File: src/rtl/eq_arbiter_seq.sv
// eq_arbiter_seq: two-requester round-robin front end for one shared 4-bit
// equality slice. Each accepted compare is walked LSB nibble first and stops
// at the first mismatching nibble. The result is strobed for one cycle in DONE.

// One 4-bit equality slice: the only comparator hardware in the block.
module eq4 (
    input  logic [3:0] a_i,
    input  logic [3:0] b_i,
    output logic       eq_o
);
    assign eq_o = (a_i == b_i);
endmodule

module eq_arbiter_seq #(
    parameter int WIDTH = 16
) (
    input  logic             clk_i,
    input  logic             reset_i,
    input  logic             req0_valid_i,
    input  logic [WIDTH-1:0] req0_a_i,
    input  logic [WIDTH-1:0] req0_b_i,
    output logic             req0_ready_o,
    input  logic             req1_valid_i,
    input  logic [WIDTH-1:0] req1_a_i,
    input  logic [WIDTH-1:0] req1_b_i,
    output logic             req1_ready_o,
    output logic             res_valid_o,
    output logic             res_eq_o,
    output logic             res_id_o,
    output logic             busy_o
);
    localparam int N    = WIDTH / 4;
    localparam int IDXW = (N > 1) ? $clog2(N) : 1;

    typedef enum logic [1:0] {
        S_IDLE = 2'd0,
        S_CMP  = 2'd1,
        S_DONE = 2'd2
    } state_t;

    state_t            state_q, state_d;
    logic              ptr_q,   ptr_d;    // requester favoured on a tie
    logic              owner_q, owner_d;  // requester that owns the compare
    logic              acc_q,   acc_d;    // running AND of nibble matches
    logic [IDXW-1:0]   idx_q,   idx_d;    // nibble currently on the slice
    logic [WIDTH-1:0]  a_q,     a_d;
    logic [WIDTH-1:0]  b_q,     b_d;

    logic              gnt0, gnt1;
    logic [3:0]        nib_a, nib_b;
    logic              nib_eq;
    logic              last_nib;

    // Grants only exist in IDLE and never while reset is held, so a requester
    // cannot see a handshake that the reset would immediately discard.
    assign gnt0 = (state_q == S_IDLE) & ~reset_i & req0_valid_i
                & (~req1_valid_i | ~ptr_q);
    assign gnt1 = (state_q == S_IDLE) & ~reset_i & req1_valid_i
                & (~req0_valid_i |  ptr_q);

    assign req0_ready_o = gnt0;
    assign req1_ready_o = gnt1;

    // Route the indexed nibble of the latched operands onto the shared slice.
    always_comb begin
        nib_a = '0;
        nib_b = '0;
        for (int i = 0; i < N; i++) begin
            if (idx_q == IDXW'(i)) begin
                nib_a = a_q[i*4 +: 4];
                nib_b = b_q[i*4 +: 4];
            end
        end
    end

    eq4 u_eq4 (
        .a_i  (nib_a),
        .b_i  (nib_b),
        .eq_o (nib_eq)
    );

    assign last_nib = (idx_q == IDXW'(N - 1));

    // Next-state logic: accept in IDLE, walk nibbles in CMP, strobe in DONE.
    always_comb begin
        state_d = state_q;
        ptr_d   = ptr_q;
        owner_d = owner_q;
        acc_d   = acc_q;
        idx_d   = idx_q;
        a_d     = a_q;
        b_d     = b_q;
        case (state_q)
            S_IDLE: begin
                if (gnt0 | gnt1) begin
                    a_d     = gnt1 ? req1_a_i : req0_a_i;
                    b_d     = gnt1 ? req1_b_i : req0_b_i;
                    owner_d = gnt1;
                    ptr_d   = ~gnt1;      // the loser is favoured next time
                    idx_d   = '0;
                    acc_d   = 1'b1;
                    state_d = S_CMP;
                end
            end
            S_CMP: begin
                acc_d = acc_q & nib_eq;
                if (!nib_eq || last_nib) begin
                    state_d = S_DONE;
                end else begin
                    idx_d = idx_q + 1'b1;
                end
            end
            S_DONE: begin
                state_d = S_IDLE;
            end
            default: begin
                state_d = S_IDLE;
            end
        endcase
    end

    // State register with synchronous reset; an in-flight compare is dropped.
    always_ff @(posedge clk_i) begin
        if (reset_i) begin
            state_q <= S_IDLE;
            ptr_q   <= 1'b0;
            owner_q <= 1'b0;
            acc_q   <= 1'b0;
            idx_q   <= '0;
            a_q     <= '0;
            b_q     <= '0;
        end else begin
            state_q <= state_d;
            ptr_q   <= ptr_d;
            owner_q <= owner_d;
            acc_q   <= acc_d;
            idx_q   <= idx_d;
            a_q     <= a_d;
            b_q     <= b_d;
        end
    end

    // Result fields are forced low outside the DONE strobe.
    assign res_valid_o = (state_q == S_DONE);
    assign res_eq_o    = res_valid_o & acc_q;
    assign res_id_o    = res_valid_o & owner_q;
    assign busy_o      = (state_q != S_IDLE);

endmodule

File: config.mk
export PLATFORM = sky130hd
export DESIGN_NAME = eq_arbiter_seq
export DESIGN_NICKNAME = d
export VERILOG_FILES = /design/src/rtl/eq_arbiter_seq.sv
export SDC_FILE = /design/constraint.sdc
export NUM_CORES = 1
export LEC_CHECK = 0
export ABC_AREA = 1
export BUFFER_PORTS_ARGS = -buffer_cell sky130_fd_sc_hd__buf_2
export CAP_MARGIN = 40
export CORE_ASPECT_RATIO = 2
export CORE_MARGIN = 2
export CORE_UTILIZATION = 45
export DETAILED_ROUTE_END_ITERATION = 16
export PLACE_DENSITY = 0.75
export SYNTH_ARGS = -nofsm -noshare
export SYNTH_HDL_FRONTEND = slang
export SYNTH_SLANG_ARGS = --single-unit
File: constraint.sdc
create_clock -name clk_i -period 2.7 [get_ports clk_i]
set_input_delay 0.135 -clock clk_i [delete_from_list [all_inputs] [get_ports clk_i]]
set_output_delay 0.135 -clock clk_i [all_outputs]
set_load 0.02 [all_outputs]
==> run_results.csv <==
group,metric,value,unit
die,start_util,0.465,
die,die_area,0.00507,sq mm
die,num_io_pins,74,
global_routing,grt-ovfl-total,0,
drt,wirelength,4490,microns
power,seqPwrFrac,0.476,
power,comb_power_share,0.267,
placement,port_buffers,73,
drt,ant_nets,0,
sta,slew_headroom,0.625,
cts,ctsHoldBuffers,0,
placement,pre_cts_slack,1100,ps
die,row_count,34,
drt,drt_iter0_markers,23,
sta,grt_setup_unrepaired,"no",
power,peakVddDrop,0.420,mV
placement,dp_hpwl,3350,microns
worst_hold_path,holdPathStages,3,
global_routing,grt_usage,0.196,
die,die_w,51.3,microns
synthesis,synth_seq_cells,39,
worst_setup_path,r2r-start,"idx_q[0]",
synthesis,async_reset_ff_frac,0,
cts,cts_made_buffers,5,
power,power.leakage,1.12,nW
synthesis,synth_edf_count,0,
global_routing,grt_max_degree,38,
global_routing,antenna_found_initial,0,
cts,cts_buffer_depth,2,
cells_and_area,diodes,0,
sta,finalMaxSlewViolations,0,
worst_setup_path,path_class,"flop to output port",
cells_and_area,fin_nets,444,
cts,post_cts_buffers,0,
drt,vias,2065,
power,p_clk_frac,0.257,
global_routing,grt_pass1_wl,7800,microns
sta,setup_viol,0,
synthesis,ys_types,23,
power,total_power,0.00144,W
worst_setup_path,r2r_setup_slack,1080,ps
worst_hold_path,min_from,"req0_b_i[10]",
sta,hold_viol,0,
worst_setup_path,r2r_end,"idx_q[1]",
flow_run,drv_cap,0,
drt,dr.pass1.iters,4,
sta,fin_skew,6.41,ps
cells_and_area,fin_cells,427,
sta,setup_ws,904,ps
worst_setup_path,arrival,1660,ps
sta,tns,0,ps
sta,fin_crit_sh,0.665,
cts,htree_levels,2,
cts,cts_sinks,39,
cells_and_area,syn2layout_area_growth,20.8,%
placement,placed_cells,419,
synthesis,synthCells,304,
cts,post_cts_resized,0,
worst_setup_path,worstPathMaxFanout,34,
power,switching_power,0.000461,W
placement,gp_congestion,0.781,
cts,clock_latency,290,ps
status,status,"complete, no violations",
worst_setup_path,critPathCaptureType,"output port",
cts,tritoncts,"done",
worst_setup_path,r2r_cells,10,
worst_hold_path,hp-class,"input port to flop",
synthesis,synthFlopType,"dfxtp_1",
synthesis,synth_top_cell_area_share,0.387,
synthesis,yosysSeqAreaShare,0.387,
sta,fmax,0.557,GHz
synthesis,yosysMostFrequentCell,"nand2_1",
power,netSwitchingFraction,0.321,
synthesis,synth_area_leader_cell,"dfxtp_1",
synthesis,yosys_warnings,0,
synthesis,syn_avg_cell_area,6.63,sq um
worst_hold_path,holdPathEnd,"b_q[10]",
power,p_int,0.000975,W
die,die-height,98.7,microns
die,core,0.00434,sq mm
global_routing,grt_pass1_vias,1993,
synthesis,yosys-top-cells-area,"dfxtp_1 (39%), nand2_1 (25%), a31oi_1 (9.9%)",
synthesis,syn_nets,376,
cts,path_clk_slew,70,ps
drt,drc,0,
worst_setup_path,required,2570,ps
cells_and_area,drive_above_1_share,0.244,
drt,vias_per_cell,4.84,
cts,ctsRootBufferMaster,"clkbuf_8",
sta,period_minus_slack,1800,ps
power,power.density,589,mW/mm^2
synthesis,synthesis.area,0.00202,sq mm
sta,whs,108,ps
synthesis,ys_top_cells_by_count,"nand2_1 (132), dfxtp_1 (39), a31oi_1 (32)",
sta,worst_slew_pin_slew,561,ps
worst_setup_path,start_kind,"flop",
drt,avgRoutedWirePerCell,10.5,microns
cells in the final DEF (no fill, tap or decap):
master    instances
nand2_2           2
nand3_1           9
xnor2_1           2
clkinv_2          2
nand3_2           2
dfxtp_1          39
a31oi_1          32
o21ai_1           2
nor2_1           21
and3_1            2
o21ai_0           2
o211ai_1          1
buf_2            73
inv_2             3
inv_1            27
buf_4             1
ha_1              4
xor2_1            1
nand2_1         132
or2_2             2
inv_4             1
clkbuf_1          2
a21oi_1           6
clkbuf_8          5
how the worst max path moves through the flow:
| stage | end | from |
|---|---|---|
| final | req1_ready_o | state_q[1] |
| after floorplan | idx_q[0] | idx_q[0] |
| after global placement | idx_q[1] | idx_q[0] |
| after CTS | req1_ready_o | state_q[1] |
| after detailed placement | idx_q[1] | idx_q[0] |
| after global routing | req1_ready_o | state_q[0] |
flip-flops by register name, summed over array words and instances, names as in the netlist:
name / cells
owner_q: 1
b_q: 16
ptr_q: 1
state_q: 2
acc_q: 1
a_q: 16
idx_q: 2
cells by family after synthesis:
logic type	count (synthesis)	share of synthesized area
xor+xnor	3	0.0130
compound gates	43	0.128
buf+inv	45	0.112
fa+ha+maj	4	0.0248
flops	39	0.387
simple gates	170	0.336
cell type report:
cell class              instances  area [sq um]
fillers                       470          1900
multi-input cells             220          1010
flip-flops and latches         39           781
repair buffers                 74           373
inverters                      32           124
clock buffers                   7          76.3
well taps                      54          67.6
clock inverters                 1          5.00
power groups by stage:
stage	logic (W)	clock network, W	registers (W)
3_5_place_dp	0.000387	0	0.000695
3_3_place_gp	0.000380	0	0.000693
5_1_grt	0.000444	0.000404	0.000691
6_report	0.000383	0.000370	0.000684
4_1_cts	0.000389	0.000384	0.000683
2_1_floorplan	0.000301	0	0.000684
per-layer routing:
metal  wire length [microns]  track usage  vias up
met5                       0            0        -
li1                        -            -     1098
met3                     161       0.0318        6
met1                    1830        0.198      918
met4                      75       0.0850        0
met2                    2420        0.373       43
critical path, cell delays in order (launching register included):
cell and delay (ps):
dfxtp_1 340, inv_1 110, nand3_2 90, inv_2 70
nand2_2 70, inv_2 430, buf_2 270
through the flow:
| step | instance area (sq um) | util |
|---|---|---|
| finish | 2440 | 0.562 |
| detailed placement | 2360 | 0.543 |
| floorplan | 2020 | - |
| global placement | 2360 | 0.543 |
| CTS | 2440 | 0.562 |
| global route | 2440 | 0.562 |
Note: power is estimated with default switching activity, not from simulation.
